$ cat config.mk
export PLATFORM = sky130hd
export DESIGN_NAME = dbg_trace_unit
export DESIGN_NICKNAME = d
export VERILOG_FILES = /design/src/rtl/dbg_trace_unit.sv
export SDC_FILE = /design/constraint.sdc
export NUM_CORES = 1
export LEC_CHECK = 0
export CAP_MARGIN = 30
export CORE_MARGIN = 2
export CORE_UTILIZATION = 51
export CTS_CLUSTER_SIZE = 30
export DETAILED_ROUTE_END_ITERATION = 16
export PLACE_DENSITY = 0.72
export SYNTH_ARGS = -nofsm -noshare
export SYNTH_HDL_FRONTEND = slang
export SYNTH_SLANG_ARGS = --single-unit
export TNS_END_PERCENT = 20
$ cat constraint.sdc
create_clock -name clk -period 7.6 [get_ports clk]
set_clock_uncertainty 0.2 [all_clocks]
set_input_delay 1.52 -clock clk [delete_from_list [all_inputs] [get_ports clk]]
set_output_delay 1.52 -clock clk [all_outputs]
set_load 0.02 [all_outputs]
$ cat src/rtl/dbg_trace_unit.sv
// Retire-trace ring buffer plus halt controller; halt and read responses land one cycle after cause.
// No backpressure: reads return every cycle they are requested, retires outside RUN are dropped.
module dbg_trace_unit #(
  parameter int XLEN  = 32,
  parameter int DEPTH = 16,
  parameter int NBRK  = 4,
  parameter int CYC_W = 16,
  localparam int AW   = $clog2(DEPTH)
) (
  input  logic                 clk,
  input  logic                 rst,
  input  logic                 arm,
  input  logic                 stop,
  input  logic                 retire_valid,
  input  logic [XLEN-1:0]      retire_pc,
  input  logic [XLEN-1:0]      retire_instr,
  input  logic [NBRK-1:0]      brk_en,
  input  logic [NBRK*XLEN-1:0] brk_pc,
  input  logic [CYC_W-1:0]     cyc_limit,
  input  logic                 rd_req,
  input  logic [AW-1:0]        rd_idx,
  output logic                 rd_valid,
  output logic                 rd_hit,
  output logic [XLEN-1:0]      rd_pc,
  output logic [XLEN-1:0]      rd_instr,
  output logic                 running,
  output logic                 halted,
  output logic [1:0]           halt_cause,
  output logic [2:0]           halt_brk_id,
  output logic [AW:0]          trace_count,
  output logic [CYC_W-1:0]     cyc_count
);

  typedef enum logic [1:0] {ST_IDLE, ST_RUN, ST_HALTED} state_e;

  localparam logic [1:0] CAUSE_NONE = 2'd0;
  localparam logic [1:0] CAUSE_BRK  = 2'd1;
  localparam logic [1:0] CAUSE_EXT  = 2'd2;
  localparam logic [1:0] CAUSE_TMO  = 2'd3;

  state_e            state_q, state_d;
  logic [AW-1:0]     wr_ptr_q, wr_ptr_d;
  logic [AW:0]       trace_count_q, trace_count_d;
  logic [CYC_W-1:0]  cyc_count_q, cyc_count_d;
  logic [1:0]        halt_cause_q, halt_cause_d;
  logic [2:0]        halt_brk_id_q, halt_brk_id_d;
  logic              rd_valid_q, rd_valid_d;
  logic              rd_hit_q, rd_hit_d;
  logic [XLEN-1:0]   rd_pc_q, rd_pc_d;
  logic [XLEN-1:0]   rd_instr_q, rd_instr_d;

  logic [XLEN-1:0]   pc_mem    [DEPTH];
  logic [XLEN-1:0]   instr_mem [DEPTH];

  logic              brk_hit;
  logic [2:0]        brk_id;
  logic              tmo_hit;
  logic              trig_any;
  logic              mem_we;
  logic [AW-1:0]     rd_addr;

  // Descending scan so the lowest matching comparator wins.
  always_comb begin
    brk_hit = 1'b0;
    brk_id  = 3'd0;
    for (int i = NBRK - 1; i >= 0; i--) begin
      if (retire_valid && brk_en[i] && (retire_pc == brk_pc[i*XLEN +: XLEN])) begin
        brk_hit = 1'b1;
        brk_id  = 3'(i);
      end
    end
  end

  assign tmo_hit  = (cyc_limit != '0) &&
                    (({1'b0, cyc_count_q} + (CYC_W+1)'(1)) == {1'b0, cyc_limit});
  assign trig_any = brk_hit || stop || tmo_hit;
  assign mem_we   = (state_q == ST_RUN) && !arm && retire_valid;

  always_ff @(posedge clk or posedge rst) begin
    if (rst) state_q <= ST_IDLE;
    else     state_q <= state_d;
  end

  always_comb begin
    state_d = state_q;
    if (arm)                                 state_d = ST_RUN;
    else if (state_q == ST_RUN && trig_any)  state_d = ST_HALTED;
  end

  always_comb begin
    running = (state_q == ST_RUN);
    halted  = (state_q == ST_HALTED);
  end

  // arm wins over any activity in its own cycle, including a trigger.
  always_comb begin
    wr_ptr_d      = wr_ptr_q;
    trace_count_d = trace_count_q;
    cyc_count_d   = cyc_count_q;
    halt_cause_d  = halt_cause_q;
    halt_brk_id_d = halt_brk_id_q;
    if (arm) begin
      wr_ptr_d      = '0;
      trace_count_d = '0;
      cyc_count_d   = '0;
      halt_cause_d  = CAUSE_NONE;
      halt_brk_id_d = 3'd0;
    end else if (state_q == ST_RUN) begin
      if (cyc_count_q != '1) cyc_count_d = cyc_count_q + CYC_W'(1);
      if (retire_valid) begin
        wr_ptr_d = wr_ptr_q + AW'(1);
        if (trace_count_q != (AW+1)'(DEPTH)) trace_count_d = trace_count_q + (AW+1)'(1);
      end
      if (brk_hit) begin
        halt_cause_d  = CAUSE_BRK;
        halt_brk_id_d = brk_id;
      end else if (stop) begin
        halt_cause_d  = CAUSE_EXT;
      end else if (tmo_hit) begin
        halt_cause_d  = CAUSE_TMO;
      end
    end
  end

  // Oldest entry sits trace_count slots behind the write pointer; a full buffer truncates to wr_ptr.
  always_comb begin
    rd_addr    = wr_ptr_q - trace_count_q[AW-1:0] + rd_idx;
    rd_valid_d = rd_req;
    rd_hit_d   = rd_req && !arm && ({1'b0, rd_idx} < trace_count_q);
    rd_pc_d    = rd_hit_d ? pc_mem[rd_addr]    : '0;
    rd_instr_d = rd_hit_d ? instr_mem[rd_addr] : '0;
  end

  always_ff @(posedge clk) begin
    if (mem_we) begin
      pc_mem[wr_ptr_q]    <= retire_pc;
      instr_mem[wr_ptr_q] <= retire_instr;
    end
  end

  always_ff @(posedge clk or posedge rst) begin
    if (rst) begin
      wr_ptr_q      <= '0;
      trace_count_q <= '0;
      cyc_count_q   <= '0;
      halt_cause_q  <= CAUSE_NONE;
      halt_brk_id_q <= 3'd0;
      rd_valid_q    <= 1'b0;
      rd_hit_q      <= 1'b0;
      rd_pc_q       <= '0;
      rd_instr_q    <= '0;
    end else begin
      wr_ptr_q      <= wr_ptr_d;
      trace_count_q <= trace_count_d;
      cyc_count_q   <= cyc_count_d;
      halt_cause_q  <= halt_cause_d;
      halt_brk_id_q <= halt_brk_id_d;
      rd_valid_q    <= rd_valid_d;
      rd_hit_q      <= rd_hit_d;
      rd_pc_q       <= rd_pc_d;
      rd_instr_q    <= rd_instr_d;
    end
  end

  assign rd_valid    = rd_valid_q;
  assign rd_hit      = rd_hit_q;
  assign rd_pc       = rd_pc_q;
  assign rd_instr    = rd_instr_q;
  assign halt_cause  = halt_cause_q;
  assign halt_brk_id = halt_brk_id_q;
  assign trace_count = trace_count_q;
  assign cyc_count   = cyc_count_q;

endmodule

Yosys cells after proc, flatten, opt, wreduce, memory -nomap -nowiden:

Memory sizes are Yosys's and may differ from the RTL's.
Cells that the tools add are included.

* word-level logic and storage cells: 90
* memories: 2
* memory bits (writable): 1024
* output and inout port bits: 94
* input bits: 222
* bits in registers: 98

Memory list
* instr_mem: words 16, width 32, rd ports 1, clocked after memory_dff 0, wr ports 1, line 53 `logic [XLEN-1:0] instr_mem [DEPTH];`
* pc_mem: words 16, width 32, rd ports 1, clocked after memory_dff 0, wr ports 1, line 52 `logic [XLEN-1:0] pc_mem [DEPTH];`

* reductions and logical operators: 30
* add/sub/neg operators: 6
* multiplexer cells: 32
* eq/ne operators: 9
* $lt $le $gt $ge: 1

Operators by type and width (number)
* 32-bit equality test: 4
* 32-bit 2-to-1 mux: 2
* 16-bit 2-to-1 mux: 3
* 5-bit 2-to-1 mux: 4
* 3-bit 2-to-1 mux: 6
* 16-bit by 1-bit adder with 17-bit output (second input constant): 1
* 17-bit by 16-bit equality test with 1-bit output: 1
* 16-bit by 1-bit adder with 16-bit output (second input constant): 1
* 2-bit 2-to-1 mux: 8
* 16-bit != test (second input constant): 1
* 16-bit nonzero test: 1
* 1-bit logical AND: 14
* 4-bit 2-to-1 mux: 3
* 2-bit nonzero test: 6
* 2-bit AND reduction: 4
* 1-bit 2-to-1 mux: 6
* 5-bit by 1-bit adder with 5-bit output (second input constant): 1
* 4-bit by 5-bit < comparator with 1-bit output: 1
* 5-bit != test (second input constant): 1
* 4-bit by 1-bit adder with 4-bit output (second input constant): 1
* 4-bit adder: 1
* 4-bit nonzero test: 1
* 4-bit subtractor: 1
* 3-bit AND reduction: 1
* 4 further kinds: 5

Logic depth before layout (Yosys ltp):

Gate-level depths: netlist (run 1).

* depth after elaboration: 11
* mapped depth: 12
* gate-level depth less buffers: 10

Worst setup path after synthesis (run 1):

Ideal clock, no wire load.

* path kind: input to register
* start: input port retire_valid
* end: memory instr_mem[3][0] (enable)
* data required time: 6.835 ns
* path buffers: 0
* setup time: 0.565 ns
* stages on the path: 4
* slack: 0.572 ns
* arrival: 6.263 ns
* path through: nand2_1 nor2_1 nand2_1 nor3_1

* cells in the longest elaborated chain, start to end: 3

Ends and longest elaborated chain
* from (decl): line 14 `input logic retire_valid,`
* 1-bit logical AND: line 77 `assign mem_we = (state_q == ST_RUN) && !arm && retire_valid;`
* 1-bit 2-to-1 mux: line 135 `if (mem_we) begin`
* 1-bit 2-to-1 mux (implied by the code): line 137 `instr_mem[wr_ptr_q] <= retire_instr;`
* to (decl): line 53

No other way between the ends.

Worst setup path in the final report (run 1):

* start: input port rd_idx[1]
* end: register rd_instr_q[25], in the netlist rd_instr[25]

* cells in the longest elaborated chain, start to end: 3
* elaborated cells between the ends (all ways): 5
* classes of those cells: add/sub: 1; order compare: 1; mux: 1; reduce/logical: 1; memory: 1

Ends and longest elaborated chain
* from (decl): line 21 `input logic [AW-1:0] rd_idx,`
* 4-bit adder or 4-bit by 5-bit < comparator with 1-bit output (tied branches): line 127, 129
* memory read 16 x 32 bit or 1-bit logical AND (tied branches)
* 32-bit 2-to-1 mux (*): line 131 `rd_instr_d = rd_hit_d ? instr_mem[rd_addr] : '0;`
* via rd_instr_d[25]: line 50 `logic [XLEN-1:0] rd_instr_q, rd_instr_d;`
* to (signal assigned): line 161 `rd_instr_q <= rd_instr_d;`
* to (decl): line 50

Mark *: on every way through the listed nets, which the timed path passes. The rest lies on a longest branch.
A chain may end at the register's enable or synchronous reset.

==> results of run 1 <==
[flip-flops by register name, summed over array words and instances, names as in the netlist]
signal,flops
cyc_count,16
halt_brk_id,2
halt_cause,2
instr_mem,512
pc_mem,512
rd_hit,1
rd_instr,32
rd_pc,32
rd_valid,1
state_q,2
trace_count,5
wr_ptr_q,4
[stage by stage]
stage	utilization [%]	hold WS (ns)
2_1_floorplan	-	0.319
3_3_place_gp	57.1	0.312
3_5_place_dp	57.4	0.324
4_1_cts	61.8	0.339
5_1_grt	62.0	0.369
6_report	62.0	0.340
[worst register-to-register path, stage by stage (launching register included)]
cell and delay (ns):
dfrtp_1 0.44, inv_1 0.12, ha_1 0.29, inv_1 0.09, ha_4 0.13, inv_1 0.05, fa_4 1.34, buf_4 0.57
mux4_2 0.39, nor2b_1 0.16, a211oi_1 0.32, a211oi_1 0.11
[layout make-up]
class	count	area, sq um
diodes	7	17.5
clock buffers	149	2990
clock inverters	58	838
fillers	6024	33100
inverters	26	100
multi-input cells	982	11300
flip-flops and latches	1121	33200
well taps	1155	1450
repair buffers	377	4080
[cells in the final DEF, fill, tap and decap left out, types with 35 or more instances in the layout]
cell type	netlist	layout
nand4_1	49	49
clkbuf_16	0	110
xnor2_1	120	119
dfrtp_1	97	97
xor2_1	45	44
edfxtp_1	1024	1024
mux4_2	256	256
clkdlybuf4s50_1	0	314
nand2_1	35	35
mux2i_1	66	66
a211oi_1	130	130
nor2b_1	67	67
nor2_1	51	39
[routing by layer]
layer / global-route usage, % / vias up
met5: 0 / -
met2: 41.2 / 1043
met1: 33.9 / 12500
li1: - / 9928
met3: 4.20 / 169
met4: 7.30 / 4
[kinds of logic (layout without fill, tap and decap cells)]
kind of cell	count (synthesis)	in the layout
buf+inv	152	610
simple gates	293	293
fa+ha+maj	17	17
flops	1121	1121
mux	323	323
other cells	1	8
compound gates	182	182
xor+xnor	166	166
[worst max-delay path by stage]
stage | startpoint | end | slack, ns | cells after the start
3_5_place_dp | rd_idx[1] | rd_pc[7]$_DFF_PP0_ | 1.86 | 9
5_1_grt | rd_idx[1] | rd_instr[25]$_DFF_PP0_ | 2.31 | 9
6_report | rd_idx[1] | rd_instr[25]$_DFF_PP0_ | 2.44 | 9
2_1_floorplan | retire_valid | instr_mem[3][0]$_DFFE_PP_ | 0.57 | 4
3_3_place_gp | rd_idx[1] | rd_pc[7]$_DFF_PP0_ | 1.93 | 9
4_1_cts | rd_idx[1] | rd_instr[25]$_DFF_PP0_ | 2.44 | 9
[power by group through the flow]
stage / logic, uW / clock network [uW] / registers [uW]
floorplan: 1800 / 0 / 6980
global placement: 2560 / 0 / 6950
detailed placement: 2610 / 0 / 6950
CTS: 2630 / 5690 / 6830
global route: 2810 / 5930 / 6830
finish: 2610 / 5610 / 6820
==> flow_summary.ini, run 1 <==
[power]
p_clk_share_pct = 37.3
combPwrFrac_pct = 17.4
ir_drop_uv = 233
power.net_switching_uw = 3730
p_seq_share_pct = 45.4
power_density_nw_per_um2 = 279
leakagePower_uw = 0.0175
p_sw_share_pct = 24.8
p_int_uw = 11300
finalPower_uw = 15000

[yosys]
synth_top_family_by_area = multiplexers
synthMuxAreaShare_pct = 14.3
synth_top_cell_by_area = edfxtp_1
yosysWarnings = 0
synth_area_per_cell_sq_um = 19.9
synthAdderAreaFrac_pct = 0.523
postSynthCellCount = 2255
synth_area_sq_um = 45000
synth_seq_cells = 1121
synth-edff-count = 1024
syn-num-nets = 2494
yosys-top-cells-count = edfxtp_1 (1024), mux4_2 (256), a211oi_1 (130), xnor2_1 (120), dfrtp_1 (97)
ys_seq_area_share_pct = 73.8
synth_cell_type_count = 59
synth_compound_area_share_pct = 2.95
synth-xor-area-share_pct = 3.25
yosys.area.top_type_share_pct = 68.4
ys.flop_type = edfxtp_1
async_reset_ff_share_pct = 8.65
synthSimpleGateAreaFrac_pct = 3.67
synth_area_leaders = edfxtp_1 (68%), mux4_2 (13%), dfrtp_1 (5.4%)
yosysMostFrequentCell = edfxtp_1

[clocking]
cts_inserted_buffers = 109
clockBufferDepth = 3
ctsHoldBuffers = 0
post-cts-setup-buffer-count = 0
htree_levels = 3
cts_tree = done
clkLatencyLatePin_ns = 0.73
clock-sinks = 1121
cts_root_buffer = clkbuf_16
clk_pin_slew_ns = 0.07
post_cts_resize_count = 0

[cells_and_area]
design_area_sq_um = 53900
layout.nets = 2856
area_growth_pct = 19.9
drive_above_1_share_pct = 19.0
fin_cells = 3875

[floorplanning]
coreArea_sq_um = 87000
row_count = 108
die_h_microns = 301
ios = 316
die_w_microns = 301
die_area_sq_um = 90500
start_util_pct = 51.7

[route]
wire_per_inst_microns = 29.0
top_layer = met5
num_vias = 23700
wl_met2_microns = 57100
drt_iter0_drc = 2317
wirelength_microns = 112000
wl_met1_microns = 44300
wl_met3_microns = 8130
final_antenna_net_count = 0
dr.pass1.iters = 6
drc = 0
viasPerCell = 6.11

[critical_path]
worst-path-buf-inv = 3
r2r-end = rd_instr[25]$_DFF_PP0_
cp.required_ns = 7.88
crit_top_cell = a211oi_1
path_delay_family = adder cells
crit_path_end_kind = flop
path_max_fanout = 45
setup.reg_to_reg.worst_slack_ns = 3.21
worst-setup-path-type = primary input to flop
cpPeakStageDelay_ns = 1.30
cp_cell_sequence = clkdlybuf4s50_1 -> inv_1 -> fa_1 -> fa_4 -> buf_4 -> mux4_2 -> nor2b_1 -> a211oi_1 -> a211oi_1
crit_arrival_ns = 5.45
worst_setup_path_start_kind = primary input
slowest_stage = fa_4
rr_worst_depth = 11
r2r_start = wr_ptr_q[0]$_DFFE_PP0P_

[timing]
setup_tns_ns = 0
final.min_clock_period_ns = 5.16
maxSlewHeadroom_pct = 28.3
setup_slack_ns = 2.44
min_period_over_period_pct = 67.9
fmax_mhz = 194
finalSetupViolations = 0
final_hold_viol_count = 0
rsz0062_at_grt = no
worst_pin_slew_ns = 1.07
drv_slew = 0

[placement]
place_area_sq_um = 49900
place_congestion = 0.919
pre_cts_slack_ns = 1.86
dpl.cell_count = 3655
port_buffers = 314
hpwlAfterDp_microns = 63900

[global_routing]
grt_pass1_vias = 24300
grt.overflow.total = 0
grt_max_degree = 129
antenna_found_initial = 9
grt_usage_pct = 24.7
grt_first_pass_wirelength_microns = 162000

[worst_hold_path]
hp-class = flop to flop
worstHoldPathCells = 1
hp-start = halt_brk_id[1]$_DFFE_PP0P_
whs_endpoint = halt_brk_id[1]$_DFFE_PP0P_

[status]
status = finished, final reports clean

[job]
max_cap_violations = 0
(Power assumes the default switching activity.)
==> run 2, diff against run 1 <==
--- a/config.mk
+++ b/config.mk
@@ -10,7 +10,7 @@
 export CORE_UTILIZATION = 51
 export CTS_CLUSTER_SIZE = 30
 export DETAILED_ROUTE_END_ITERATION = 16
-export PLACE_DENSITY = 0.72
+export PLACE_DENSITY = 0.74
 export SYNTH_ARGS = -nofsm -noshare
 export SYNTH_HDL_FRONTEND = slang
 export SYNTH_SLANG_ARGS = --single-unit
==> constraint.sdc (replaced) <==
create_clock -name clk -period 4.4 [get_ports clk]
set_clock_uncertainty 0.2 [all_clocks]
set_input_delay 0.88 -clock clk [delete_from_list [all_inputs] [get_ports clk]]
set_output_delay 0.88 -clock clk [all_outputs]
set_load 0.02 [all_outputs]
==> run 2 against run 1 <==
Largest cell class unchanged; die area unchanged; critical endpoint is now rd_instr[12]$_DFF_PP0_; design area is 1.2% higher; largest power group unchanged; power up 75%; final cell count grew 1.8%; global-route usage up 0.86 points; highest routed layer unchanged; critical path depth grew 1.
==> flow_summary.ini, run 2 (synthesis gave the netlist of run 1 again) <==
[timing]
fmax_mhz = 271
final_hold_viol_count = 0
worst_pin_slew_ns = 0.908
final.min_clock_period_ns = 3.69
maxSlewHeadroom_pct = 39.3
drv_slew = 0
rsz0062_at_grt = no
finalSetupViolations = 0
min_period_over_period_pct = 83.9

[clocking]
clockBufferDepth = 3
post-cts-setup-buffer-count = 0
clock-sinks = 1121
ctsHoldBuffers = 0
post_cts_resize_count = 0
clk_pin_slew_ns = 0.06
cts_tree = done
htree_levels = 3
cts_root_buffer = clkbuf_16
cts_inserted_buffers = 108
clkLatencyLatePin_ns = 0.70

[critical_path]
cpPeakStageDelay_ns = 0.85
worst-setup-path-type = primary input to flop
rr_worst_depth = 12
r2r_start = wr_ptr_q[0]$_DFFE_PP0P_
slowest_stage = fa_4
worst_setup_path_start_kind = primary input
path_max_fanout = 33
crit_arrival_ns = 4.01
r2r-end = rd_instr[12]$_DFF_PP0_
cp.required_ns = 4.71
setup.reg_to_reg.worst_slack_ns = 0.85
crit_path_end_kind = flop
cp_cell_sequence = clkdlybuf4s50_1 -> inv_1 -> fa_1 -> fa_4 -> buf_12 -> buf_12 -> mux4_2 -> nor2b_1 -> a211oi_1 -> a211oi_1

[status]
status = finished, final reports clean

[cells_and_area]
final_cell_mix = edfxtp_1 (1024), clkdlybuf4s50_1 (314), mux4_2 (256)
design_area_sq_um = 54600
final_common_cell = edfxtp_1
drive_above_1_share_pct = 21.0
final_util_pct = 62.7
largest_registers = instr_mem x512, pc_mem x512
layout.nets = 2926
area_growth_pct = 21.4

[power]
p_clk_share_pct = 37.0
power_density_nw_per_um2 = 482
p_int_uw = 19800
combPwrFrac_pct = 18.2
leakagePower_uw = 0.0178
p_seq_share_pct = 44.8
ir_drop_uv = 419
power.net_switching_uw = 6520
p_sw_share_pct = 24.8

[floorplanning]
die_w_microns = 301
die_h_microns = 301
row_count = 108
coreArea_sq_um = 87000
ios = 316
die_area_sq_um = 90500
start_util_pct = 51.7

[worst_hold_path]
whs_endpoint = halt_brk_id[1]$_DFFE_PP0P_
hp-class = flop to flop
hp-start = halt_brk_id[1]$_DFFE_PP0P_
worstHoldPathCells = 1

[route]
num_vias = 24000
final_antenna_net_count = 0
dr.pass1.iters = 5
viasPerCell = 6.08
wire_per_inst_microns = 29.3
drt_iter0_drc = 2334
drc = 0
wirelength_microns = 116000

[placement]
port_buffers = 314
hpwlAfterDp_microns = 68700
place_area_sq_um = 50800
place_congestion = 0.982

[global_routing]
antenna_found_initial = 7
grt_pass1_vias = 24800
grt_usage_pct = 25.6
grt_max_degree = 65
grt.overflow.total = 0
grt_first_pass_wirelength_microns = 167000

[job]
max_cap_violations = 0
[run 2: cell types whose count changed in the layout (fill, tap and decap cells not counted), moves of 6 or more]
cell      before  now
buf_4         30   87
clkinv_2      16   10
buf_16         9    0
buf_12        19   47
[run 2: critical path: cells and delay by family]
family | cells | cell delay (ns)
compound gates | 2 | 0.32
fa+ha+maj | 2 | 1.37
buf+inv | 4 | 0.96
mux | 1 | 0.31
simple gates | 1 | 0.14
[run 2: worst max-delay path by stage]
stage,from,end,slack [ns],cells past startpoint
final,rd_idx[1],rd_instr[12]$_DFF_PP0_,0.71,10
after CTS,rd_idx[1],rd_instr[12]$_DFF_PP0_,0.72,10
after global placement,rd_idx[1],rd_instr[14]$_DFF_PP0_,0.06,10
after floorplan,state_q[1]$_DFFE_PP0P_,instr_mem[15][0]$_DFFE_PP_,-0.38,7
after global routing,rd_idx[1],rd_instr[12]$_DFF_PP0_,0.62,10
after detailed placement,rd_idx[1],rd_pc[25]$_DFF_PP0_,-0.02,10
[run 2: per-stage QoR]
| step | worst slack, ns | hold slack, ns | TNS [ns] | std cells | total power, uW |
|---|---|---|---|---|---|
| 6_report | 0.707 | 0.330 | 0 | 3944 | 26300 |
| 5_1_grt | 0.617 | 0.353 | 0 | 3941 | 27200 |
| 4_1_cts | 0.724 | 0.329 | 0 | 3936 | 26500 |
| 3_5_place_dp | -0.0163 | 0.314 | -0.0163 | 3732 | 16800 |
| 3_3_place_gp | 0.0621 | 0.309 | 0 | 3732 | 16700 |
| 2_1_floorplan | -0.377 | 0.319 | -319.78 | 2255 | 15200 |
[run 2: power by group through the flow]
stage | logic, uW | registers, uW | clock network [uW]
after global placement | 4720 | 12000 | 0
after floorplan | 3100 | 12000 | 0
final | 4770 | 11800 | 9740
after CTS | 4840 | 11800 | 9850
after detailed placement | 4800 | 12000 | 0
after global routing | 5110 | 11800 | 10300
[run 2: routing by layer]
| layer | global-route usage [%] | part of all wire, % | vias to the layer above | wire, microns |
|---|---|---|---|---|
| met3 | 4.04 | 7.1 | 211 | 8260 |
| met5 | 0 | 0.020 | - | 23 |
| met2 | 42.1 | 50 | 1043 | 58300 |
| met1 | 35.5 | 40 | 12700 | 45700 |
| li1 | - | - | 10100 | - |
| met4 | 8.13 | 3.0 | 4 | 3460 |
[run 2: cell type report]
cell class	count	area, sq um
clock inverter	60	853
multi-input combinational	982	11300
fill	5908	32400
tap	1155	1450
inverter	26	100
sequential	1121	33200
antenna	8	20.0
timing repair buffer	448	4740
clock buffer	144	2950
==> run 3, diff against run 2 <==
--- a/config.mk
+++ b/config.mk
@@ -10,7 +10,7 @@
 export CORE_UTILIZATION = 51
 export CTS_CLUSTER_SIZE = 30
 export DETAILED_ROUTE_END_ITERATION = 16
-export PLACE_DENSITY = 0.74
+export PLACE_DENSITY = 0.72
 export SYNTH_ARGS = -nofsm -noshare
 export SYNTH_HDL_FRONTEND = slang
 export SYNTH_SLANG_ARGS = --single-unit
==> constraint.sdc (replaced) <==
create_clock -name clk -period 3.5 [get_ports clk]
set_clock_uncertainty 0.2 [all_clocks]
set_input_delay 0.7 -clock clk [delete_from_list [all_inputs] [get_ports clk]]
set_output_delay 0.7 -clock clk [all_outputs]
set_load 0.02 [all_outputs]
==> run 3 against run 2 <==
Design area rose by 1.9%; clock power rose by 26%; combinational power rose by 38%.
==> flow_summary.ini, run 3 (synthesis gave the netlist of run 1 again) <==
[status]
status = finished, final reports clean

[global_routing]
grt_first_pass_wirelength_microns = 169000
grt.overflow.total = 0
grt_pass1_vias = 25100
grt_use_met3_pct = 4.03
grt.busiest_layer = met2
grt_usage_pct = 25.9
antenna_found_initial = 13
grt_max_degree = 49
grtUsageMet2_pct = 43.2
use_met1_pct = 35.3

[critical_path]
rr_worst_depth = 12
cp.required_ns = 3.84
startpoint = rd_idx[1]
crit_arrival_ns = 3.82
worst_setup_path_start_kind = primary input
crit_end = rd_pc[17]$_DFF_PP0_
path_max_fanout = 28
worst-setup-path-type = primary input to flop
r2r-end = rd_pc[17]$_DFF_PP0_
setup.reg_to_reg.worst_slack_ns = 0.09
crit_path_end_kind = flop
r2r_start = wr_ptr_q[0]$_DFFE_PP0P_

[floorplanning]
die_h_microns = 301
coreArea_sq_um = 87000
ios = 316
die_w_microns = 301
start_util_pct = 51.7
die_area_sq_um = 90500
row_count = 108

[cells_and_area]
final_common_cell = edfxtp_1
layout.nets = 2990
area_growth_pct = 23.7
largest_registers = instr_mem x512, pc_mem x512
final_cell_mix = edfxtp_1 (1024), clkdlybuf4s50_1 (314), mux4_2 (256)
final_util_pct = 63.9
multiInputGateArea_sq_um = 11400
fillers = 5779
drive_above_1_share_pct = 23.7
seq_area_sq_um = 33200

[route]
dr.pass1.iters = 5
wirelength_microns = 118000
final_antenna_net_count = 0
wire_per_inst_microns = 29.3
num_vias = 24200
drt_iter0_drc = 2459
viasPerCell = 6.03
drc = 0

[placement]
pre_cts_slack_ns = -0.684
port_buffers = 314
place_congestion = 0.947
hpwlAfterDp_microns = 70500

[clocking]
cts_tree = done
cts_inserted_buffers = 110
clockBufferDepth = 3
cts_root_buffer = clkbuf_16
clkLatencyLatePin_ns = 0.71
clk_pin_slew_ns = 0.06
clock-sinks = 1121
htree_levels = 3

[power]
leakagePower_uw = 0.0183
power_density_nw_per_um2 = 605
ir_drop_uv = 534

[timing]
drv_slew = 0
final.min_clock_period_ns = 3.48
fmax_mhz = 287
setup_slack_ns = 0.0183
final_hold_viol_count = 0
finalSetupViolations = 0
min_period_over_period_pct = 99.5
maxSlewHeadroom_pct = 56.5
worst_pin_slew_ns = 0.650
rsz0062_at_grt = yes

[worst_hold_path]
hp-class = primary input to async pin

[job]
max_cap_violations = 0
## run 3: changes by cell type in the layout (fill, tap and decap cells not counted), sizes merged
cell	delta
clkbuf	+2
buf	+61
diode	+1
inv	-3
bufinv	-1
clkinv	+10
clkinvlp	-1
## run 3: critical path, stage by stage
cell and delay (ns):
clkdlybuf4s50_1 0.50, inv_2 0.05, fa_1 0.52, fa_4 0.86, buf_12 0.18, buf_16 0.21, mux4_2 0.31, nor2b_1 0.15
a211oi_1 0.23, a211oi_1 0.10
## run 3: what timing repair did
| item | in CTS | in global routing |
|---|---|---|
| endpoints found under the setup margin | 0 | 31 |
| hold endpoints to repair | 0 | 0 |
| resized for setup | 0 | 21 |
| setup buffers | 0 | 8 |
| hold buffers | 0 | 0 |
## run 3: cell type report
cell class	count	share of cell area, %
timing repair buffer	510	10.2
sequential	1121	59.6
clock buffer	145	5.36
inverter	26	0.180
tap	1155	2.60
multi-input combinational	982	20.5
antenna	9	0.0405
clock inverter	65	1.54
## run 3: report_power, final
group,internal (uW),switching [uW]
Combinational,3420,3170
Sequential,14700,79.6
Clock,7110,5150
## run 3: worst min path at each step
stage / from / endpoint / slack, ns / cells after the start
after floorplan: state_q[1]$_DFFE_PP0P_ / state_q[0]$_DFFE_PP0P_ / 0.32 / 2
after global placement: halt_brk_id[1]$_DFFE_PP0P_ / halt_brk_id[1]$_DFFE_PP0P_ / 0.31 / 1
after detailed placement: halt_brk_id[0]$_DFFE_PP0P_ / halt_brk_id[0]$_DFFE_PP0P_ / 0.32 / 1
after CTS: rst / rd_pc[28]$_DFF_PP0_ / 0.17 / 2
after global routing: rst / rd_pc[28]$_DFF_PP0_ / 0.20 / 2
final: rst / rd_pc[28]$_DFF_PP0_ / 0.18 / 2
## run 3: metal layers
metal / wire (microns) / up-vias
met5: 49 / -
met4: 3290 / 8
met3: 8690 / 221
met1: 45900 / 12700
li1: - / 10200
met2: 59700 / 1091
## run 3: stage by stage
stage | hold slack, ns | total power, uW | cells | area, sq um | setup TNS (ns)
final | 0.181 | 33700 | 4013 | 55600 | 0
after global routing | 0.199 | 34800 | 4013 | 55600 | -0.269
after CTS | 0.175 | 33700 | 3995 | 55400 | 0
after detailed placement | 0.319 | 21500 | 3785 | 51600 | -38.59
after global placement | 0.313 | 21400 | 3785 | 51600 | -37.88
after floorplan | 0.319 | 19000 | 2255 | 45000 | -99.07
